<file path="src/rtl/flash_burst_ctl.sv">
// rtl/flash_burst_ctl.sv - SPI NOR burst read / program-and-poll controller
module flash_burst_ctl #(
    parameter int ADDR_BYTES = 3,
    parameter int DATA_BYTES = 4,
    parameter int CLK_DIV    = 2,
    parameter int CS_GAP     = 2,
    parameter int POLL_MAX   = 1024
) (
    input  logic                    clk,
    input  logic                    reset,
    input  logic                    req_valid,
    output logic                    req_ready,
    input  logic                    req_write,
    input  logic [8*ADDR_BYTES-1:0] req_addr,
    input  logic [8*DATA_BYTES-1:0] req_wdata,
    output logic                    rsp_valid,
    output logic [8*DATA_BYTES-1:0] rsp_rdata,
    output logic                    rsp_err,
    output logic                    busy,
    output logic                    spi_clk,
    output logic                    spi_cs_n,
    output logic                    spi_mosi,
    input  logic                    spi_miso
);
    localparam int AW   = 8 * ADDR_BYTES;
    localparam int DW   = 8 * DATA_BYTES;
    localparam int FW   = 8 * (1 + ADDR_BYTES + DATA_BYTES);
    localparam int BW   = $clog2(FW + 1);
    localparam int DIVW = $clog2(CLK_DIV + 1);
    localparam int GAPW = $clog2(CS_GAP + 1);
    localparam int PW0  = $clog2(POLL_MAX + 1);
    localparam int PW   = (PW0 > 11) ? PW0 : 11;

    typedef enum logic [2:0] {IDLE, READ, WREN, GAP, PROG, POLL, DONE} state_t;

    state_t          state;
    state_t          gap_next;
    logic [GAPW-1:0] gap_cnt;
    logic [DIVW-1:0] div_cnt;
    logic [BW-1:0]   bit_cnt;
    logic [FW-1:0]   tx;
    logic [DW-1:0]   rx;
    logic [DW-1:0]   rx_next;
    logic [PW-1:0]   poll_cnt;
    logic            in_frame;
    logic [AW-1:0]   addr_q;
    logic [DW-1:0]   wdata_q;
    logic [DW-1:0]   res_rdata;
    logic            res_err;
    logic [FW-1:0]   frame_load;
    logic [BW-1:0]   frame_last;

    // Frame image (left-aligned, MSB first) and index of its last bit for the current frame state
    always_comb begin
        frame_load = '0;
        frame_last = BW'(FW - 1);
        rx_next    = {rx[DW-2:0], spi_miso};
        case (state)
            READ: frame_load = {8'h03, addr_q, {DW{1'b0}}};
            WREN: begin
                frame_load = {8'h06, {(FW-8){1'b0}}};
                frame_last = BW'(7);
            end
            PROG: frame_load = {8'h02, addr_q, wdata_q};
            POLL: begin
                frame_load = {8'h05, {(FW-8){1'b0}}};
                frame_last = BW'(15);
            end
            default: ;
        endcase
    end

    // Sequencer, SCK divider and shifter; a completing frame decides the next state on its final edge
    always_ff @(posedge clk or posedge reset) begin
        if (reset) begin
            state     <= GAP;
            gap_next  <= IDLE;
            gap_cnt   <= '0;
            div_cnt   <= '0;
            bit_cnt   <= '0;
            tx        <= '0;
            rx        <= '0;
            poll_cnt  <= '0;
            in_frame  <= 1'b0;
            addr_q    <= '0;
            wdata_q   <= '0;
            res_rdata <= '0;
            res_err   <= 1'b0;
            req_ready <= 1'b0;
            rsp_valid <= 1'b0;
            rsp_rdata <= '0;
            rsp_err   <= 1'b0;
            busy      <= 1'b0;
            spi_clk   <= 1'b0;
            spi_cs_n  <= 1'b1;
            spi_mosi  <= 1'b0;
        end else begin
            rsp_valid <= 1'b0;
            if (rsp_valid) busy <= 1'b0;
            case (state)
                IDLE: begin
                    if (req_valid && req_ready) begin
                        addr_q    <= req_addr;
                        wdata_q   <= req_wdata;
                        poll_cnt  <= '0;
                        busy      <= 1'b1;
                        req_ready <= 1'b0;
                        state     <= req_write ? WREN : READ;
                    end
                end
                GAP: begin
                    if (gap_cnt == GAPW'(CS_GAP - 1)) begin
                        gap_cnt <= '0;
                        state   <= gap_next;
                        if (gap_next == IDLE) req_ready <= 1'b1;
                    end else begin
                        gap_cnt <= gap_cnt + 1'b1;
                    end
                end
                DONE: begin
                    rsp_valid <= 1'b1;
                    rsp_rdata <= res_rdata;
                    rsp_err   <= res_err;
                    state     <= GAP;
                    gap_next  <= IDLE;
                end
                default: begin
                    if (!in_frame) begin
                        in_frame <= 1'b1;
                        spi_cs_n <= 1'b0;
                        spi_clk  <= 1'b0;
                        tx       <= frame_load;
                        spi_mosi <= frame_load[FW-1];
                        bit_cnt  <= '0;
                        div_cnt  <= '0;
                    end else if (div_cnt != DIVW'(CLK_DIV - 1)) begin
                        div_cnt <= div_cnt + 1'b1;
                    end else begin
                        div_cnt <= '0;
                        if (!spi_clk) begin
                            spi_clk <= 1'b1;
                        end else begin
                            spi_clk <= 1'b0;
                            rx      <= rx_next;
                            if (bit_cnt == frame_last) begin
                                in_frame <= 1'b0;
                                spi_cs_n <= 1'b1;
                                spi_mosi <= 1'b0;
                                case (state)
                                    READ: begin
                                        res_rdata <= rx_next;
                                        res_err   <= 1'b0;
                                        state     <= DONE;
                                    end
                                    WREN: begin
                                        state    <= GAP;
                                        gap_next <= PROG;
                                    end
                                    PROG: begin
                                        state    <= GAP;
                                        gap_next <= POLL;
                                    end
                                    default: begin
                                        // The final sampled bit is WIP (status bit 0)
                                        poll_cnt <= poll_cnt + 1'b1;
                                        if (!spi_miso) begin
                                            res_rdata <= '0;
                                            res_err   <= 1'b0;
                                            state     <= DONE;
                                        end else if (poll_cnt == PW'(POLL_MAX - 1)) begin
                                            res_rdata <= '0;
                                            res_err   <= 1'b1;
                                            state     <= DONE;
                                        end else begin
                                            state    <= GAP;
                                            gap_next <= POLL;
                                        end
                                    end
                                endcase
                            end else begin
                                bit_cnt  <= bit_cnt + 1'b1;
                                tx       <= {tx[FW-2:0], 1'b0};
                                spi_mosi <= tx[FW-2];
                            end
                        end
                    end
                end
            endcase
        end
    end
endmodule
</file>
<file path="config.mk">
export PLATFORM = sky130hd
export DESIGN_NAME = flash_burst_ctl
export DESIGN_NICKNAME = d
export VERILOG_FILES = /design/src/rtl/flash_burst_ctl.sv
export SDC_FILE = /design/constraint.sdc
export NUM_CORES = 1
export LEC_CHECK = 0
export CAP_MARGIN = 5
export CORE_MARGIN = 3
export CORE_UTILIZATION = 23
export DETAILED_ROUTE_END_ITERATION = 10
export GPL_TIMING_DRIVEN = 0
export HOLD_SLACK_MARGIN = 0.02
export SYNTH_ARGS = -nofsm -noshare
export SYNTH_HDL_FRONTEND = slang
export SYNTH_SLANG_ARGS = --single-unit
</file>
<file path="constraint.sdc">
create_clock -name clk -period 8.7 [get_ports clk]
set_input_delay 2.175 -clock clk [delete_from_list [all_inputs] [get_ports clk]]
set_output_delay 2.175 -clock clk [all_outputs]
set_load 0.02 [all_outputs]
</file>
After elaboration in Yosys (flattened, before gate mapping):

Cells that the tools add are included.

* $add $sub $neg: 4
* equal/unequal tests: 24
* multiplexer cells: 68
* bitwise gates (word level): 5
* reductions and logical operators: 30

Operators with widths (count)
* 2-to-1 mux 63 bit: 4
* case mux 59 bit (4 select lines): 1
* 2-to-1 mux 11 bit: 6
* 2-to-1 mux 32 bit: 2
* case mux 32 bit (2 select lines): 1
* 2-to-1 mux 3 bit: 14
* 2-to-1 mux 7 bit: 4
* 2-to-1 mux 1 bit: 24
* case mux 11 bit (2 select lines): 1
* case mux 3 bit (3 select lines): 2
* AND reduction 4 bit: 4
* nonzero test 4 bit: 4
* inequality test 2 bit (second input constant): 7
* AND reduction 7 bit: 2
* nonzero test 2 bit: 7
* case mux 3 bit (2 select lines): 2
* case mux 6 bit (2 select lines): 1
* adder 11 x 1 -> 11 bit (second input constant): 1
* == test 11 x 10 -> 1 bit (second input constant): 1
* inequality test 2 x 1 -> 1 bit (second input constant): 5
* == test 3 bit (second input constant): 3
* 2-to-1 mux 2 bit: 4
* inequality test 4 x 1 -> 1 bit (second input constant): 2
* AND reduction 8 bit: 1
* other kinds (16): 28

* flip-flop bits (word level): 251
* output and inout bits: 39

Longest topological paths before layout:

* depth after elaboration: 9
* gate-level depth with buffers: 11
* depth with buffers taken out: 7

Worst setup path after synthesis:

Ideal clock, no wire load.

* path type: input port to flip-flop
* from: input port req_valid
* to: register poll_cnt[0]
* setup time: 0.122 ns
* arrival: 3.131 ns
* path slack: 5.448 ns
* cell stages on the path: 5
* cells stage by stage: nand2_1 -> or3_1 -> clkbuf_1 -> clkbuf_1 -> a32o_1

* cells in the longest elaborated chain, start to end: 3

RTL lines
* start: declaration: RTL line 11 `input logic req_valid,`
* logical AND 1 bit: RTL line 102 `if (req_valid && req_ready) begin`
* inequality test 2 bit (no source line)
* AND reduction 7 bit (no source line)
* end signal: assignment: RTL line 165 `poll_cnt <= poll_cnt + 1'b1;`
* end: declaration: RTL line 44 `logic [PW-1:0] poll_cnt;`

Every way passes these cells.
A chain may end at the register's enable or synchronous reset.

Worst setup path in the final report:

* from: register spi_cs_n
* to: output port spi_cs_n

RTL lines
* start: declaration: RTL line 21 `output logic spi_cs_n,`
* start signal: assignment: RTL line 95 `spi_cs_n <= 1'b1;`
* start signal: assignment: RTL line 130 `spi_cs_n <= 1'b0;`
* start signal: assignment: RTL line 147 `spi_cs_n <= 1'b1;`

No word-level cell between the ends.

==> flow_summary_export.csv <==
group,metric,value,unit
synth,postSynthCellCount,1008,
placed_design,numPortBuffers,99,
setup_path,critical_path.reg2reg.startpoint,"state[1]",
detailed_routing,routed-via-count,7615,
global_route,grt.total_usage,0.103,
floorplan,die_width,218,um
global_route,globalRouteOverflowTotal,0,
cts,postCtsResizedCells,0,
synth,net_count_after_synthesis,1071,
timing,final_critical_path_setup_slack,4.83,ns
timing,timing.fmax,259,MHz
cts,clk_transition_reported_paths,0.06,ns
synth,sequential_element_share_of_the_synthesized_area,0.607,
layout,number_of_fillers_in_the_final_layout,4507,
timing,rsz0062_at_grt,"no",
global_route,grt_pass1_vias,7591,
synth,synthDistinctLibCells,61,
layout,area_overhead_vs_synth,26.8,%
synth,synth_enable_flop_cells,0,
global_route,grt_start_max_net_pins,43,
cts,htree_num_levels,1,
layout,finalNonFillerCells,1743,
detailed_routing,dr.first_iter.drc_count,453,
setup_path,timing.critical_path.slowest_stage_cell,"sky130_fd_sc_hd__clkdlybuf4s50_1",
timing,report.final.setup_viol,0,
layout,area_occupied_by_multi_input_gates,3710,um^2
synth,synth-async-reset-ratio,1.00,
timing,max_slew_violation_count,0,
power,report.power.total,0.00383,W
setup_path,critical_path_end,"spi_cs_n",
detailed_routing,first_pass_iters,5,
detailed_routing,post_drt_wl_per_cell,14.1,um
setup_path,cp-end-kind,"output port",
placed_design,routability_congestion_estimate,0.783,
floorplan,coreArea,43600,um^2
placed_design,detailed_place.area,12200,um^2
global_route,global_route_wire_length_before_repair,40500,um
synth,synth_area,10300,um^2
layout,regArea,6260,um^2
setup_path,cp_data_arrival_time,1.69,ns
floorplan,floorplan.die_area,47400,um^2
power,ir_drop,136,uV
setup_path,timing_worst_setup_path_type,"flop to output port",
floorplan,placement_rows,76,
timing,setup_tns,0,ns
setup_path,largest_fanout_of_any_net_on_the_critical_path,2,
setup_path,worst_ep_required_time,6.53,ns
cts,number_of_buffers_created_by_cts,26,
cts,cts_buffer_depth,3,
cts,worst_skew_late_latency,0.54,ns
status,status,"completed",
power,power.density,293,nW/um^2
flow_run,cap_viol_max_count,0,
detailed_routing,routed_wire_length,24600,um
setup_path,cp_top_family,"buffers and inverters",
floorplan,num_io_pins,100,
synth,mean_area_per_synthesized_cell,10.2,um^2
layout,layout.cells.most_common,"sky130_fd_sc_hd__nand2_1",
floorplan,dieHeight,218,um
cts,cts_hold_buf,0,
timing,finalCritPeriodShare,0.445,
cts,cts_tree,"built",
worst_hold_path,hold_path_class,"flop to flop",
setup_path,critical_path.startpoint,"spi_cs_n",
cts,clockRootBuffer,"sky130_fd_sc_hd__clkbuf_16",
cts,post-cts-setup-buffer-count,0,
layout,antenna_cells,0,
layout,final_nets,1205,
power,p_leak,5.98,nW
setup_path,reg2reg_slack,6.01,ns
setup_path,cpPeakStageDelay,0.64,ns
timing,tightest_pin_transition,0.848,ns
floorplan,initial_core_utilization,0.236,
synth,synth.ff_latch_count,250,
setup_path,critical_path_depth,1,
timing,skew,0.0129,ns
layout,mostFrequentLayoutCells,"sky130_fd_sc_hd__nand2_1, sky130_fd_sc_hd__dfrtp_1, sky130_fd_sc_hd__clkdlybuf4s50_1",
setup_path,timing.rr.end,"rsp_rdata[24]",
setup_path,critPathLaunchType,"flop",
setup_path,cp.buffers_inverters,1,
layout,drive_gt1_frac,0.103,
synth,yosysWarningCount,0,
timing,finalHoldViolCount,0,
timing,max_slew_margin,0.430,
detailed_routing,remaining_drc_errors,0,
detailed_routing,via_per_inst,4.37,
synth,dominantRegCellSynth,"sky130_fd_sc_hd__dfrtp_1",
placed_design,dp_cells,1699,
placed_design,hpwlAfterDp,17300,um
global_route,antenna_found_initial,0,
cts,clock_sink_count,250,
timing,finalWorstPathRequiredPeriod,3.87,ns
placed_design,place_ws,4.32,ns
setup_path,rr_worst_depth,8,
detailed_routing,antenna_left,0,
setup_path,critical_path.cell_chain,"clkdlybuf4s50_1",
layout,final_design_area_no_fill,13100,um^2
-- through the flow --
step / hold WS (ns) / utilization
floorplan: 0.439 / -
global placement: 0.439 / 0.276
detailed placement: 0.443 / 0.279
CTS: 0.454 / 0.300
global route: 0.480 / 0.300
finish: 0.448 / 0.300
-- layer usage --
layer  vias to the layer above  part of all wire  GRT usage
met1                      3721              0.49      0.145
li1                       3714                 -          -
met3                        26             0.042     0.0189
met5                         -                 0          0
met4                         0             0.014     0.0187
met2                       154              0.46      0.168
-- cell usage after synthesis, types with 2 or more instances --
cell type	number	area [um^2]
sky130_fd_sc_hd__nor2b_1	5	31.3
sky130_fd_sc_hd__buf_2	17	85.1
sky130_fd_sc_hd__nor2_2	2	12.5
sky130_fd_sc_hd__inv_1	6	22.5
sky130_fd_sc_hd__nand3b_1	2	15.0
sky130_fd_sc_hd__nand2_1	348	1310
sky130_fd_sc_hd__nor2_1	23	86.3
sky130_fd_sc_hd__o31ai_1	2	15.0
sky130_fd_sc_hd__a21o_1	5	37.5
sky130_fd_sc_hd__dfstp_2	3	78.8
sky130_fd_sc_hd__o22ai_1	2	12.5
sky130_fd_sc_hd__a22o_1	44	385
sky130_fd_sc_hd__dfrtp_1	247	6180
sky130_fd_sc_hd__xor2_1	5	43.8
sky130_fd_sc_hd__mux2_2	32	360
sky130_fd_sc_hd__a211o_1	3	26.3
sky130_fd_sc_hd__xnor2_1	6	52.6
sky130_fd_sc_hd__nand4_1	3	18.8
sky130_fd_sc_hd__o21a_1	2	15.0
sky130_fd_sc_hd__o21ai_0	66	330
sky130_fd_sc_hd__buf_1	3	11.3
sky130_fd_sc_hd__o21ai_1	7	35.0
sky130_fd_sc_hd__nor3_1	6	30.0
sky130_fd_sc_hd__a22oi_1	55	413
sky130_fd_sc_hd__a21boi_0	4	30.0
sky130_fd_sc_hd__nand3_1	15	75.1
sky130_fd_sc_hd__a21oi_1	13	65.1
sky130_fd_sc_hd__a32o_1	2	20.0
sky130_fd_sc_hd__mux2i_1	2	20.0
sky130_fd_sc_hd__buf_4	2	15.0
sky130_fd_sc_hd__and3_1	2	12.5
sky130_fd_sc_hd__clkbuf_1	39	146
sky130_fd_sc_hd__nor3_2	2	20.0
sky130_fd_sc_hd__ha_1	2	25.0
sky130_fd_sc_hd__buf_6	5	56.3
-- registers in the layout, indices dropped and copies added (netlist names), 2 cells and up --
register / cells
tx: 63
res_rdata: 32
rsp_rdata: 32
wdata_q: 32
rx: 31
addr_q: 24
poll_cnt: 11
bit_cnt: 7
state: 3
div_cnt: 2
gap_cnt: 2
gap_next: 2
-- power breakdown --
group | switching [W] | total (W) | internal [W]
sequential | 0.000169 | 0.00161 | 0.00144
clock | 0.000453 | 0.00116 | 0.000710
combinational | 0.000661 | 0.00106 | 0.000397
total | 0.00128 | 0.00383 | 0.00255
-- worst min path at each step --
stage / to / startpoint / cells past startpoint
floorplan: rsp_err / res_err / 2
global placement: busy / rsp_valid / 1
detailed placement: busy / rsp_valid / 1
CTS: busy / rsp_valid / 1
global route: busy / rsp_valid / 1
finish: busy / rsp_valid / 1
-- logic make-up after synthesis --
kind of cell,share of synthesized area
adder cells (fa/ha/maj),0.00243
flip-flops,0.607
buffers and inverters,0.0330
XOR/XNOR,0.00934
multiplexers,0.0369
AO/OA/AOI/OAI,0.145
AND/OR/NAND/NOR,0.166
-- layout make-up --
class / instances / share of cell area
clock buffers: 36 / 0.0596
multi-input cells: 685 / 0.284
well taps: 585 / 0.0559
repair buffers: 106 / 0.0864
clock inverters: 8 / 0.00937
inverters: 7 / 0.00230
plain buffers: 66 / 0.0240
flip-flops and latches: 250 / 0.478
-- worst reg2reg max path, stage by stage (launching register included) --
cell,delay [ns]
sky130_fd_sc_hd__dfstp_2,0.51
sky130_fd_sc_hd__buf_2,0.22
sky130_fd_sc_hd__clkbuf_1,0.35
sky130_fd_sc_hd__nor2b_1,0.22
sky130_fd_sc_hd__nand2_1,0.29
sky130_fd_sc_hd__clkinv_1,0.25
sky130_fd_sc_hd__clkbuf_1,0.57
sky130_fd_sc_hd__nand2_1,0.13
sky130_fd_sc_hd__nand2_1,0.08
Power figures use the tool's default switching activity.
